`config.mk`:
```
export PLATFORM = sky130hd
export DESIGN_NAME = keccak_axi_master_flat
export DESIGN_NICKNAME = d
export VERILOG_FILES = /design/src/rtl/keccak_axi_master_if.sv /design/src/rtl/keccak_axi_master.sv /design/src/flat_wrapper.sv
export SDC_FILE = /design/constraint.sdc
export NUM_CORES = 1
export LEC_CHECK = 0
export ABC_AREA = 1
export BUFFER_PORTS_ARGS = -buffer_cell sky130_fd_sc_hd__buf_4
export CAP_MARGIN = 20
export CORE_ASPECT_RATIO = 0.8
export CORE_MARGIN = 2
export CORE_UTILIZATION = 35
export DETAILED_ROUTE_END_ITERATION = 8
export GPL_TIMING_DRIVEN = 0
export PLACE_DENSITY = 0.66
export SETUP_SLACK_MARGIN = 0.02
export SLEW_MARGIN = 20
export SYNTH_ARGS = -nofsm -noshare
export SYNTH_HDL_FRONTEND = slang
export SYNTH_SLANG_ARGS = --single-unit
export TNS_END_PERCENT = 20
```
`constraint.sdc`:
```
create_clock -name M_AXI_ACLK -period 2.55 [get_ports M_AXI_ACLK]
set_input_delay 0.3825 -clock M_AXI_ACLK [delete_from_list [all_inputs] [get_ports M_AXI_ACLK]]
set_output_delay 0.3825 -clock M_AXI_ACLK [all_outputs]
set_load 0.05 [all_outputs]
```
`src/rtl/keccak_axi_master_if.sv`:
```
// AXI4-Lite master bus bundle used to reach the Keccak hash peripheral.
// The master modport is the driver side; slave is the peripheral side.
interface keccak_axi_master_if;
  logic [6:0]  M_AXI_AWADDR;
  logic        M_AXI_AWVALID;
  logic        M_AXI_AWREADY;
  logic [31:0] M_AXI_WDATA;
  logic [3:0]  M_AXI_WSTRB;
  logic        M_AXI_WVALID;
  logic        M_AXI_WREADY;
  logic [1:0]  M_AXI_BRESP;
  logic        M_AXI_BVALID;
  logic        M_AXI_BREADY;
  logic [6:0]  M_AXI_ARADDR;
  logic        M_AXI_ARVALID;
  logic        M_AXI_ARREADY;
  logic [31:0] M_AXI_RDATA;
  logic [1:0]  M_AXI_RRESP;
  logic        M_AXI_RVALID;
  logic        M_AXI_RREADY;

  modport master (
    output M_AXI_AWADDR, M_AXI_AWVALID, M_AXI_WDATA, M_AXI_WSTRB, M_AXI_WVALID,
           M_AXI_BREADY, M_AXI_ARADDR, M_AXI_ARVALID, M_AXI_RREADY,
    input  M_AXI_AWREADY, M_AXI_WREADY, M_AXI_BRESP, M_AXI_BVALID,
           M_AXI_ARREADY, M_AXI_RDATA, M_AXI_RRESP, M_AXI_RVALID
  );

  modport slave (
    input  M_AXI_AWADDR, M_AXI_AWVALID, M_AXI_WDATA, M_AXI_WSTRB, M_AXI_WVALID,
           M_AXI_BREADY, M_AXI_ARADDR, M_AXI_ARVALID, M_AXI_RREADY,
    output M_AXI_AWREADY, M_AXI_WREADY, M_AXI_BRESP, M_AXI_BVALID,
           M_AXI_ARREADY, M_AXI_RDATA, M_AXI_RRESP, M_AXI_RVALID
  );
endinterface

```
`src/rtl/keccak_axi_master.sv`:
```
// Driver for a memory-mapped Keccak/SHA-3 peripheral: streams a message in
// over AXI4-Lite writes, polls STATUS, then reads back and emits the digest.
// Optional macro KETCHUP_DRV_TIMEOUT_EN bounds STATUS polling to C_POLL_LIMIT
// reads; on expiry err is raised and the driver returns to IDLE.
module keccak_axi_master #(
  parameter int C_SHA3_SIZE  = 512,
  parameter int C_POLL_LIMIT = 1024
) (
  input  logic        M_AXI_ACLK,
  input  logic        M_AXI_ARESET,
  input  logic [31:0] msg_data,
  input  logic [1:0]  msg_rem,
  input  logic        msg_last,
  input  logic        msg_valid,
  output logic        msg_ready,
  output logic [31:0] dig_data,
  output logic        dig_last,
  output logic        dig_valid,
  input  logic        dig_ready,
  output logic        err,
  keccak_axi_master_if.master m_axi
);
  localparam int N  = (C_SHA3_SIZE + 31) / 32;
  localparam int IW = $clog2(N + 1);

  localparam logic [6:0] A_CONTROL = 7'h00;
  localparam logic [6:0] A_STATUS  = 7'h04;
  localparam logic [6:0] A_INPUT   = 7'h08;
  localparam logic [6:0] A_COMMAND = 7'h0C;
  localparam logic [6:0] A_OUTPUT  = 7'h10;

  typedef enum logic [3:0] {
    S_IDLE, S_CMD, S_CTRL0, S_DATA, S_IN, S_CTRLL, S_LAST, S_POLL, S_READ, S_EMIT
  } state_t;

  state_t state, state_nx;

  logic          pend;               // one AXI access in flight
  logic          awvalid, wvalid, bready, arvalid, rready;
  logic [6:0]    awaddr, araddr;
  logic [31:0]   wdata;
  logic [31:0]   word;               // captured beat (masked if last)
  logic [1:0]    rem_q;
  logic [IW-1:0] idx;                // digest word index

  logic          wr_state, rd_state, wr_done, rd_done, beat, timeout;
  logic [6:0]    wa, ra;
  logic [31:0]   wd, last_word;

  assign wr_state = state inside {S_CMD, S_CTRL0, S_IN, S_CTRLL, S_LAST};
  assign rd_state = state inside {S_POLL, S_READ};
  assign wr_done  = pend & m_axi.M_AXI_BVALID & bready;
  assign rd_done  = pend & m_axi.M_AXI_RVALID & rready;
  assign beat     = msg_valid & msg_ready;

  assign msg_ready = (state == S_DATA);
  assign dig_valid = (state == S_EMIT);
  assign dig_last  = dig_valid & (idx == IW'(N - 1));

  assign m_axi.M_AXI_AWADDR  = awaddr;
  assign m_axi.M_AXI_AWVALID = awvalid;
  assign m_axi.M_AXI_WDATA   = wdata;
  assign m_axi.M_AXI_WSTRB   = 4'hF;
  assign m_axi.M_AXI_WVALID  = wvalid;
  assign m_axi.M_AXI_BREADY  = bready;
  assign m_axi.M_AXI_ARADDR  = araddr;
  assign m_axi.M_AXI_ARVALID = arvalid;
  assign m_axi.M_AXI_RREADY  = rready;

`ifdef KETCHUP_DRV_TIMEOUT_EN
  localparam int PW = $clog2(C_POLL_LIMIT + 1);
  logic [PW-1:0] poll_cnt;

  // Count unfinished STATUS reads; restarts each time polling begins.
  always_ff @(posedge M_AXI_ACLK) begin
    if (M_AXI_ARESET)                          poll_cnt <= '0;
    else if (state == S_LAST)                  poll_cnt <= '0;
    else if (state == S_POLL && rd_done)       poll_cnt <= poll_cnt + 1'b1;
  end

  assign timeout = (state == S_POLL) && rd_done && !m_axi.M_AXI_RDATA[0] &&
                   (poll_cnt == PW'(C_POLL_LIMIT - 1));
`else
  assign timeout = 1'b0;
`endif

  // Keep only the first msg_rem bytes of the final word; the rest are zeroed.
  always_comb begin
    last_word = '0;
    case (msg_rem)
      2'd1:    last_word = {msg_data[31:24], 24'h0};
      2'd2:    last_word = {msg_data[31:16], 16'h0};
      2'd3:    last_word = {msg_data[31:8],  8'h0};
      default: last_word = '0;
    endcase
  end

  // Address/data of the access owned by the current state.
  always_comb begin
    wa = A_CONTROL;
    wd = '0;
    ra = A_STATUS;
    case (state)
      S_CMD:   begin wa = A_COMMAND; wd = 32'd1; end
      S_CTRL0: begin wa = A_CONTROL; wd = 32'd0; end
      S_IN:    begin wa = A_INPUT;   wd = word;  end
      S_CTRLL: begin wa = A_CONTROL; wd = {29'd0, 1'b1, rem_q}; end
      S_LAST:  begin wa = A_INPUT;   wd = word;  end
      S_READ:  ra = A_OUTPUT + (7'(idx) << 2);
      default: ;
    endcase
  end

  // Next-state: each bus state advances once its access completes.
  always_comb begin
    state_nx = state;
    case (state)
      S_IDLE:  if (msg_valid) state_nx = S_CMD;
      S_CMD:   if (wr_done)   state_nx = S_CTRL0;
      S_CTRL0: if (wr_done)   state_nx = S_DATA;
      S_DATA:  if (beat)      state_nx = msg_last ? S_CTRLL : S_IN;
      S_IN:    if (wr_done)   state_nx = S_DATA;
      S_CTRLL: if (wr_done)   state_nx = S_LAST;
      S_LAST:  if (wr_done)   state_nx = S_POLL;
      S_POLL:  if (timeout)   state_nx = S_IDLE;
               else if (rd_done && m_axi.M_AXI_RDATA[0]) state_nx = S_READ;
      S_READ:  if (rd_done)   state_nx = S_EMIT;
      S_EMIT:  if (dig_ready) state_nx = (idx == IW'(N - 1)) ? S_IDLE : S_READ;
      default: state_nx = S_IDLE;
    endcase
  end

  // State register.
  always_ff @(posedge M_AXI_ACLK) begin
    if (M_AXI_ARESET) state <= S_IDLE;
    else              state <= state_nx;
  end

  // Bus channel handshakes, beat capture, digest word capture and err.
  always_ff @(posedge M_AXI_ACLK) begin
    if (M_AXI_ARESET) begin
      pend <= 1'b0; awvalid <= 1'b0; wvalid <= 1'b0; bready <= 1'b0;
      arvalid <= 1'b0; rready <= 1'b0;
      awaddr <= '0; wdata <= '0; araddr <= '0;
      word <= '0; rem_q <= '0; idx <= '0; dig_data <= '0; err <= 1'b0;
    end else begin
      if (wr_state && !pend) begin
        pend <= 1'b1; awvalid <= 1'b1; wvalid <= 1'b1; bready <= 1'b1;
        awaddr <= wa; wdata <= wd;
      end
      if (rd_state && !pend) begin
        pend <= 1'b1; arvalid <= 1'b1; rready <= 1'b1; araddr <= ra;
      end
      if (awvalid && m_axi.M_AXI_AWREADY) awvalid <= 1'b0;
      if (wvalid && m_axi.M_AXI_WREADY)   wvalid  <= 1'b0;
      if (arvalid && m_axi.M_AXI_ARREADY) arvalid <= 1'b0;
      if (wr_done) begin
        pend <= 1'b0; bready <= 1'b0;
        if (m_axi.M_AXI_BRESP != 2'b00) err <= 1'b1;
      end
      if (rd_done) begin
        pend <= 1'b0; rready <= 1'b0;
        if (m_axi.M_AXI_RRESP != 2'b00) err <= 1'b1;
        if (state == S_READ) dig_data <= m_axi.M_AXI_RDATA;
      end
      if (beat) begin
        word  <= msg_last ? last_word : msg_data;
        rem_q <= msg_rem;
      end
      if (timeout) err <= 1'b1;
      if (state == S_IDLE && msg_valid) begin
        err <= 1'b0; idx <= '0;
      end
      if (state == S_EMIT && dig_ready) idx <= idx + 1'b1;
    end
  end
endmodule
```
`src/flat_wrapper.sv`:
```
// flat-port wrapper written by rule: the top's interface ports become plain ports
module keccak_axi_master_flat 
#(
  parameter int C_SHA3_SIZE  = 512,
  parameter int C_POLL_LIMIT = 1024
)
  (M_AXI_ACLK, M_AXI_ARESET, msg_data, msg_rem, msg_last, msg_valid, msg_ready, dig_data, dig_last, dig_valid, dig_ready, err, m_axi_M_AXI_AWADDR, m_axi_M_AXI_AWVALID, m_axi_M_AXI_WDATA, m_axi_M_AXI_WSTRB, m_axi_M_AXI_WVALID, m_axi_M_AXI_BREADY, m_axi_M_AXI_ARADDR, m_axi_M_AXI_ARVALID, m_axi_M_AXI_RREADY, m_axi_M_AXI_AWREADY, m_axi_M_AXI_WREADY, m_axi_M_AXI_BRESP, m_axi_M_AXI_BVALID, m_axi_M_AXI_ARREADY, m_axi_M_AXI_RDATA, m_axi_M_AXI_RRESP, m_axi_M_AXI_RVALID);
  keccak_axi_master_if m_axi_i ();
  input  logic M_AXI_ACLK;
  input  logic M_AXI_ARESET;
  input  logic [31:0] msg_data;
  input  logic [1:0] msg_rem;
  input  logic msg_last;
  input  logic msg_valid;
  output logic msg_ready;
  output logic [31:0] dig_data;
  output logic dig_last;
  output logic dig_valid;
  input  logic dig_ready;
  output logic err;
  output wire logic [$bits(m_axi_i.M_AXI_AWADDR)-1:0] m_axi_M_AXI_AWADDR;
  output wire logic [$bits(m_axi_i.M_AXI_AWVALID)-1:0] m_axi_M_AXI_AWVALID;
  output wire logic [$bits(m_axi_i.M_AXI_WDATA)-1:0] m_axi_M_AXI_WDATA;
  output wire logic [$bits(m_axi_i.M_AXI_WSTRB)-1:0] m_axi_M_AXI_WSTRB;
  output wire logic [$bits(m_axi_i.M_AXI_WVALID)-1:0] m_axi_M_AXI_WVALID;
  output wire logic [$bits(m_axi_i.M_AXI_BREADY)-1:0] m_axi_M_AXI_BREADY;
  output wire logic [$bits(m_axi_i.M_AXI_ARADDR)-1:0] m_axi_M_AXI_ARADDR;
  output wire logic [$bits(m_axi_i.M_AXI_ARVALID)-1:0] m_axi_M_AXI_ARVALID;
  output wire logic [$bits(m_axi_i.M_AXI_RREADY)-1:0] m_axi_M_AXI_RREADY;
  input wire logic [$bits(m_axi_i.M_AXI_AWREADY)-1:0] m_axi_M_AXI_AWREADY;
  input wire logic [$bits(m_axi_i.M_AXI_WREADY)-1:0] m_axi_M_AXI_WREADY;
  input wire logic [$bits(m_axi_i.M_AXI_BRESP)-1:0] m_axi_M_AXI_BRESP;
  input wire logic [$bits(m_axi_i.M_AXI_BVALID)-1:0] m_axi_M_AXI_BVALID;
  input wire logic [$bits(m_axi_i.M_AXI_ARREADY)-1:0] m_axi_M_AXI_ARREADY;
  input wire logic [$bits(m_axi_i.M_AXI_RDATA)-1:0] m_axi_M_AXI_RDATA;
  input wire logic [$bits(m_axi_i.M_AXI_RRESP)-1:0] m_axi_M_AXI_RRESP;
  input wire logic [$bits(m_axi_i.M_AXI_RVALID)-1:0] m_axi_M_AXI_RVALID;
  assign m_axi_M_AXI_AWADDR = m_axi_i.M_AXI_AWADDR;
  assign m_axi_M_AXI_AWVALID = m_axi_i.M_AXI_AWVALID;
  assign m_axi_M_AXI_WDATA = m_axi_i.M_AXI_WDATA;
  assign m_axi_M_AXI_WSTRB = m_axi_i.M_AXI_WSTRB;
  assign m_axi_M_AXI_WVALID = m_axi_i.M_AXI_WVALID;
  assign m_axi_M_AXI_BREADY = m_axi_i.M_AXI_BREADY;
  assign m_axi_M_AXI_ARADDR = m_axi_i.M_AXI_ARADDR;
  assign m_axi_M_AXI_ARVALID = m_axi_i.M_AXI_ARVALID;
  assign m_axi_M_AXI_RREADY = m_axi_i.M_AXI_RREADY;
  assign m_axi_i.M_AXI_AWREADY = m_axi_M_AXI_AWREADY;
  assign m_axi_i.M_AXI_WREADY = m_axi_M_AXI_WREADY;
  assign m_axi_i.M_AXI_BRESP = m_axi_M_AXI_BRESP;
  assign m_axi_i.M_AXI_BVALID = m_axi_M_AXI_BVALID;
  assign m_axi_i.M_AXI_ARREADY = m_axi_M_AXI_ARREADY;
  assign m_axi_i.M_AXI_RDATA = m_axi_M_AXI_RDATA;
  assign m_axi_i.M_AXI_RRESP = m_axi_M_AXI_RRESP;
  assign m_axi_i.M_AXI_RVALID = m_axi_M_AXI_RVALID;
  keccak_axi_master #(.C_SHA3_SIZE(C_SHA3_SIZE), .C_POLL_LIMIT(C_POLL_LIMIT)) u_core (.M_AXI_ACLK(M_AXI_ACLK), .M_AXI_ARESET(M_AXI_ARESET), .msg_data(msg_data), .msg_rem(msg_rem), .msg_last(msg_last), .msg_valid(msg_valid), .msg_ready(msg_ready), .dig_data(dig_data), .dig_last(dig_last), .dig_valid(dig_valid), .dig_ready(dig_ready), .err(err), .m_axi(m_axi_i));
endmodule
```
Word-level counts from Yosys, hierarchy flattened
Cells that the tools add are included.
{ "op_classes": {"eq_ne": 22, "add_sub_neg": 2, "n_bitwise": 6, "n_reduce_logical": 27, "muxes": 25} }
{ "ops": {"columns": ["operator", "n"], "rows": [
  ["$pmux W32 S3", 2],
  ["$mux W4", 10],
  ["$pmux W4 S9", 1],
  ["$mux W32", 1],
  ["$eq A4 B3 Y1 const B", 4],
  ["$reduce_or A2 Y1", 8],
  ["$mux W5", 2],
  ["$ne A2 B1 Y1 const B", 5],
  ["$reduce_bool A2 Y1", 5],
  ["$reduce_and A9 Y1", 1],
  ["$eq A4 B2 Y1 const B", 2],
  ["$eq A4 B4 Y1 const B", 2],
  ["$logic_and A1 B1 Y1", 8],
  ["$ne A2 B2 Y1 const B", 4],
  ["$pmux W4 S2", 1],
  ["$add A5 B7 Y7 const A", 1],
  ["$mux W1", 7],
  ["$mux W7", 1],
  ["$and A1 B1 Y1", 6],
  ["$add A5 B1 Y5 const B", 1],
  ["$eq A5 B4 Y1 const B", 1],
  ["$reduce_bool A5 Y1", 1],
  ["$eq A2 B2 Y1 const B", 2],
  ["$eq A4 B1 Y1 const B", 1],
  ["other kinds (5)", 5]
]} }
{ "word_totals": {"regBits": 128} }

Logic depth before layout (Yosys ltp)
{ "depth": {"ltp_word": 5, "depth_mapped": 9, "mapped_depth_nobuf": 9} }

Least setup slack after synthesis
OpenSTA, ideal clock, no wires.
{ "synth_timing": {"path_kind": "reg2out", "start": "reg u_core.idx[2]", "end": "out dig_last", "n_path_buf": 0, "setup_slack_ns": 0.688, "stages_incl_launch_ff": 7, "arrival_ns": 1.480, "path_cell_list": "dfxtp_1 ha_1 nand2_1 inv_1 ha_1 inv_1 nor2_1"} }
{ "synth_between": {"elab_chain_cells": 2} }
{ "synth_rtl": {"columns": ["item", "line_no", "text"], "rows": [
  ["start, declared", "keccak_axi_master.sv:44", "logic [IW-1:0] idx;"],
  ["start signal, assigned", "keccak_axi_master.sv:174", "if (state == S_EMIT && dig_ready) idx <= idx + 1'b1;"],
  ["$eq A5 B4 Y1", "keccak_axi_master.sv:58", "assign dig_last = dig_valid & (idx == IW'(N - 1));"],
  ["$and A1 B1 Y1", "keccak_axi_master.sv:58", null],
  ["end, declared", "flat_wrapper.sv:17", "output logic dig_last;"]
]} }
No other way between the ends.

Worst setup path after layout
{ "layout_timing": {"start": "reg u_core.state[1]", "end": "out msg_ready"} }
{ "layout_between": {"elab_chain_cells": 1} }
{ "layout_rtl": {"columns": ["item", "line_no", "text"], "rows": [
  ["start, declared", "keccak_axi_master.sv:36", "state_t state, state_nx;"],
  ["start signal, assigned", "keccak_axi_master.sv:136", "else state <= state_nx;"],
  ["$eq A4 B2 Y1", "keccak_axi_master.sv:56", "assign msg_ready = (state == S_DATA);"],
  ["end, declared", "flat_wrapper.sv:15", "output logic msg_ready;"]
]} }
No other way between the ends.

==> impl_results.html <==
<table>
<tr><th>Metric</th><th>Value</th></tr>
<tr><th colspan="2">Outcome</th></tr>
<tr><td>Result of the run</td><td>finished clean</td></tr>
<tr><th colspan="2">Setup path</th></tr>
<tr><td>Startpoint type of the worst setup path</td><td>flop</td></tr>
<tr><td>Worst-path fanout max</td><td>10</td></tr>
<tr><td>Category of the critical setup timing path</td><td>flop to primary output</td></tr>
<tr><td>Sort of element at the end of the critical path</td><td>primary output</td></tr>
<tr><td>Cell-by-cell trace of the critical path</td><td>nand2_1, nor2_2, buf_2, buf_4</td></tr>
<tr><td>Slowest stage delay, CP</td><td>0.45 ns</td></tr>
<tr><td>Cell with the largest stage delay on the worst path</td><td>sky130_fd_sc_hd__dfxtp_1</td></tr>
<tr><td>Start point of the critical path</td><td>u_core.state[1]</td></tr>
<tr><td>Startpoint of the most critical register-to-register path</td><td>u_core.state[1]</td></tr>
<tr><td>Worst EP arrival</td><td>1.85 ns</td></tr>
<tr><td>Endpoint required time on the critical path</td><td>2.17 ns</td></tr>
<tr><th colspan="2">Finish</th></tr>
<tr><td>Final Net Count</td><td>896</td></tr>
<tr><td>N_diodes</td><td>0</td></tr>
<tr><td>Post-Layout Cell Count</td><td>1,006</td></tr>
<tr><td>Summed area of non-filler cells in the final layout</td><td>6960 µm²</td></tr>
<tr><td>Register cell area after layout</td><td>2420 µm²</td></tr>
<tr><td>Area growth from synthesis to final layout</td><td>42.5%</td></tr>
<tr><td>Fillers</td><td>1,363</td></tr>
<tr><td>Multi-input gate area</td><td>2080 µm²</td></tr>
<tr><td>Fraction of final layout cells sized beyond drive strength 1</td><td>31.6%</td></tr>
<tr><th colspan="2">STA</th></tr>
<tr><td># setup viols final</td><td>0</td></tr>
<tr><td>Max transition margin</td><td>50.8%</td></tr>
<tr><td>Post-route worst setup slack</td><td>0.319 ns</td></tr>
<tr><td>Setup clock skew after layout</td><td>0.00938 ns</td></tr>
<tr><td>Summed negative setup slack over all endpoints</td><td>0 ns</td></tr>
<tr><td>FMAX</td><td>448 MHz</td></tr>
<tr><td>Final count of hold timing violations</td><td>0</td></tr>
<tr><td>Pins over their slew limit</td><td>0</td></tr>
<tr><td>Setup repair after global routing missed its margin</td><td>false</td></tr>
<tr><td>Final worst-path cycle share</td><td>87.5%</td></tr>
<tr><td>Final min period</td><td>2.23 ns</td></tr>
<tr><td>Slew at the pin closest to its max-slew limit</td><td>0.739 ns</td></tr>
<tr><th colspan="2">Placement</th></tr>
<tr><td>Minimum setup slack after placement</td><td>0.672 ns</td></tr>
<tr><td>Number of placed instances, taps included</td><td>974</td></tr>
<tr><td>Post-Place Cell Area</td><td>6320 µm²</td></tr>
<tr><td>Final HPWL DP</td><td>10,200 µm</td></tr>
<tr><td>GP Congestion</td><td>0.861</td></tr>
<tr><td>Count of input and output buffers</td><td>157</td></tr>
<tr><th colspan="2">Power</th></tr>
<tr><td>NetSw</td><td>2.20 mW</td></tr>
<tr><td>Power share of the clock group</td><td>40.6%</td></tr>
<tr><td>Worst supply voltage drop on vdd</td><td>503 µV</td></tr>
<tr><td>Leakage power figure</td><td>3.03 nW</td></tr>
<tr><td>Portion of total power attributed to sequential cells</td><td>33.2%</td></tr>
<tr><td>Internal portion of total power</td><td>4.17 mW</td></tr>
<tr><td>Total power divided by cell area</td><td>916 nW/µm²</td></tr>
<tr><td>Net Sw Frac</td><td>34.5%</td></tr>
<tr><td>Logic gate share of total power</td><td>26.1%</td></tr>
<tr><th colspan="2">CTS</th></tr>
<tr><td>Total clock buffers created by CTS</td><td>17</td></tr>
<tr><td>Clock tree from TritonCTS</td><td>built</td></tr>
<tr><td>Number of gates resized after cts</td><td>0</td></tr>
<tr><td>Maximum root-to-sink buffer count</td><td>2</td></tr>
<tr><td>TritonCTS sink count</td><td>121</td></tr>
<tr><td>Master cell of the clock root buffer</td><td>sky130_fd_sc_hd__clkbuf_16</td></tr>
<tr><td>Cts-stage hold buffer count</td><td>0</td></tr>
<tr><td>Post-CTS Setup Bufs</td><td>0</td></tr>
<tr><td>Clock input transition at the sequential cells of the worst setup and hold paths</td><td>0.05 ns</td></tr>
<tr><td>CTS HTree Levels</td><td>4</td></tr>
<tr><td>Latest clock arrival within the worst-skew pair</td><td>0.41 ns</td></tr>
<tr><th colspan="2">Flow run</th></tr>
<tr><td>Number of maximum-capacitance violations</td><td>0</td></tr>
<tr><th colspan="2">Floorplan</th></tr>
<tr><td>Placeable Area</td><td>13,600 µm²</td></tr>
<tr><td>Number of placed I/O pins</td><td>171</td></tr>
<tr><td>Initial Utilization</td><td>35.9%</td></tr>
<tr><td>Die Height</td><td>110 µm</td></tr>
<tr><td>Std cell rows</td><td>38</td></tr>
<tr><td>Die Wd</td><td>136 µm</td></tr>
<tr><td>Full die area</td><td>14,900 µm²</td></tr>
<tr><th colspan="2">Synth</th></tr>
<tr><td>Top cells by count, synth</td><td>sky130_fd_sc_hd__dfxtp_1 (121), sky130_fd_sc_hd__nand2_1 (99), sky130_fd_sc_hd__nor2_1 (96), sky130_fd_sc_hd__a21oi_1 (73), sky130_fd_sc_hd__o21ai_1 (45)</td></tr>
<tr><td>Post-synthesis sequential element count</td><td>121</td></tr>
<tr><td>Dominant cell by count in the synthesized netlist</td><td>sky130_fd_sc_hd__dfxtp_1</td></tr>
<tr><td>Number of instances in the synthesized netlist</td><td>628</td></tr>
<tr><td>Top cell type's share of synthesized area</td><td>49.6%</td></tr>
<tr><td>Seq/Total Area, Yosys</td><td>49.6%</td></tr>
<tr><td>Mean Syn Cell Area</td><td>7.78 µm²</td></tr>
<tr><td>Number of distinct standard cells referenced by the synthesized netlist</td><td>31</td></tr>
<tr><td>Most used DFF post-synth</td><td>sky130_fd_sc_hd__dfxtp_1</td></tr>
<tr><td>Synthesized area</td><td>4890 µm²</td></tr>
<tr><td>Main area contributors after synthesis</td><td>sky130_fd_sc_hd__dfxtp_1 (50%), sky130_fd_sc_hd__nand2_1 (7.6%), sky130_fd_sc_hd__a21oi_1 (7.5%)</td></tr>
<tr><td>Post-synth EDFFs</td><td>0</td></tr>
<tr><td>Cell type with the highest aggregate area in the netlist</td><td>sky130_fd_sc_hd__dfxtp_1</td></tr>
<tr><td>Count of yosys warnings during synthesis</td><td>0</td></tr>
<tr><td>Share of async-settable or async-resettable flops after synthesis</td><td>0%</td></tr>
<tr><th colspan="2">Route</th></tr>
<tr><td>Iteration count of the initial detailed-routing pass</td><td>5</td></tr>
<tr><td>Via Count</td><td>4,752</td></tr>
<tr><td>Drt via density</td><td>4.72</td></tr>
<tr><td>Drc violations</td><td>0</td></tr>
<tr><td>First DRT Iteration DRCs</td><td>314</td></tr>
<tr><td>Wire length reported by the detailed router</td><td>14,000 µm</td></tr>
<tr><td>Routed wire per std cell</td><td>13.9 µm</td></tr>
<tr><td>Number of routed nets with antenna violations</td><td>0</td></tr>
<tr><th colspan="2">Global routing</th></tr>
<tr><td>Maximum number of pins on one net before global-route repair</td><td>17</td></tr>
<tr><td>Initial antenna violation count</td><td>0</td></tr>
<tr><td>Total Routing Usage GR</td><td>19.1%</td></tr>
<tr><td>Vias in the first global route</td><td>4,402</td></tr>
<tr><td>Global-route wire length before repair</td><td>22,200 µm</td></tr>
<tr><td>Sum of overflow across all layers after global routing</td><td>0</td></tr>
<tr><th colspan="2">Worst hold path</th></tr>
<tr><td>Hold Path Class</td><td>input port to flop</td></tr>
<tr><td>Critical hold path startpoint</td><td>m_axi_M_AXI_AWREADY</td></tr>
</table>
registers in the layout, indices dropped and copies added, names as in the netlist:
name and flops:
u_core.dig_data 32, u_core.pend 1, u_core.m_axi.M_AXI_AWVALID 1, u_core.err 1
u_core.rem_q 2, u_core.m_axi.M_AXI_ARVALID 1, u_core.m_axi.M_AXI_RREADY 1, u_core.m_axi.M_AXI_WDATA 32
u_core.word 32, u_core.m_axi.M_AXI_ARADDR 5, u_core.m_axi.M_AXI_AWADDR 2, u_core.m_axi.M_AXI_WVALID 1
u_core.state 4, u_core.idx 5, u_core.m_axi.M_AXI_BREADY 1
worst max-delay path: cells and delay by family, from the launching register on:
kind | cells | cell delay [ns]
flops | 1 | 0.45
simple gates | 2 | 0.47
buf+inv | 2 | 0.51
kinds of logic (layout without fill, tap and decap cells):
kind of cell | Yosys count | count (layout) | share of synthesized area, %
adder cells (fa/ha/maj) | 3 | 3 | 0.768
other | 2 | 11 | 0.154
AO/OA/AOI/OAI | 136 | 136 | 14.9
buffers and inverters | 86 | 275 | 8.45
flip-flops | 121 | 121 | 49.6
XOR/XNOR | 1 | 1 | 0.179
AND/OR/NAND/NOR | 279 | 279 | 25.9
cells in the final DEF, fill, tap and decap left out, drive strengths merged, types with 2 or more instances in the layout:
| cell | count |
|---|---|
| nand4 | 34 |
| nor3 | 3 |
| a211oi | 2 |
| conb | 11 |
| inv | 39 |
| ha | 3 |
| clkinv | 4 |
| o22ai | 2 |
| dfxtp | 121 |
| buf | 191 |
| clkbuf | 35 |
| nand3 | 38 |
| o21ai | 47 |
| clkinvlp | 2 |
| or2 | 2 |
| a21oi | 83 |
| nor2 | 99 |
| bufinv | 4 |
| nand2 | 102 |
area by class of cell:
type                            count  area share (%)
Sequential cell                   121            34.8
Clock inverter                     15            3.07
Inverter                           34            1.83
Multi-Input combinational cell    430            29.9
Tap cell                          180            3.23
Clock buffer                       17            6.11
Timing Repair Buffer              157            16.9
Buffer                             52            4.10
final timing paths:
| check | endpoint | depth (start not counted) | slack (ns) |
|---|---|---|---|
| setup / recovery | msg_ready | 4 | 0.32 |
| hold / removal | u_core.m_axi.M_AXI_AWVALID | 2 | 0.15 |
| setup reg to reg | u_core.word[19] | 7 | 0.88 |
| hold reg to reg | u_core.m_axi.M_AXI_AWVALID | 1 | 0.45 |
power by group through the flow:
stage | combinational (mW) | clock (mW) | sequential, mW
after detailed placement | 1.65 | 0 | 2.16
after global routing | 1.80 | 2.72 | 2.14
after CTS | 1.66 | 2.64 | 2.12
after floorplan | 0.881 | 0 | 2.41
after global placement | 1.64 | 0 | 2.16
final | 1.66 | 2.59 | 2.12
per-stage QoR:
| stage | total power [mW] | hold WS, ns | utilization (%) |
|---|---|---|---|
| after floorplan | 3.29 | 0.431 | - |
| after global placement | 3.80 | 0.442 | 46.5 |
| after detailed placement | 3.81 | 0.451 | 46.5 |
| after CTS | 6.41 | 0.135 | 51.2 |
| after global routing | 6.67 | 0.135 | 51.2 |
| final | 6.38 | 0.146 | 51.2 |
layer usage:
metal	track usage, %	vias to the layer above	wire length, µm
met5	0	-	0
met4	5.80	0	176
met3	5.16	17	1000
met2	28.4	157	6170
met1	27.0	2132	6650
li1	-	2446	-
No activity file was read; power rests on OpenSTA's default activity.
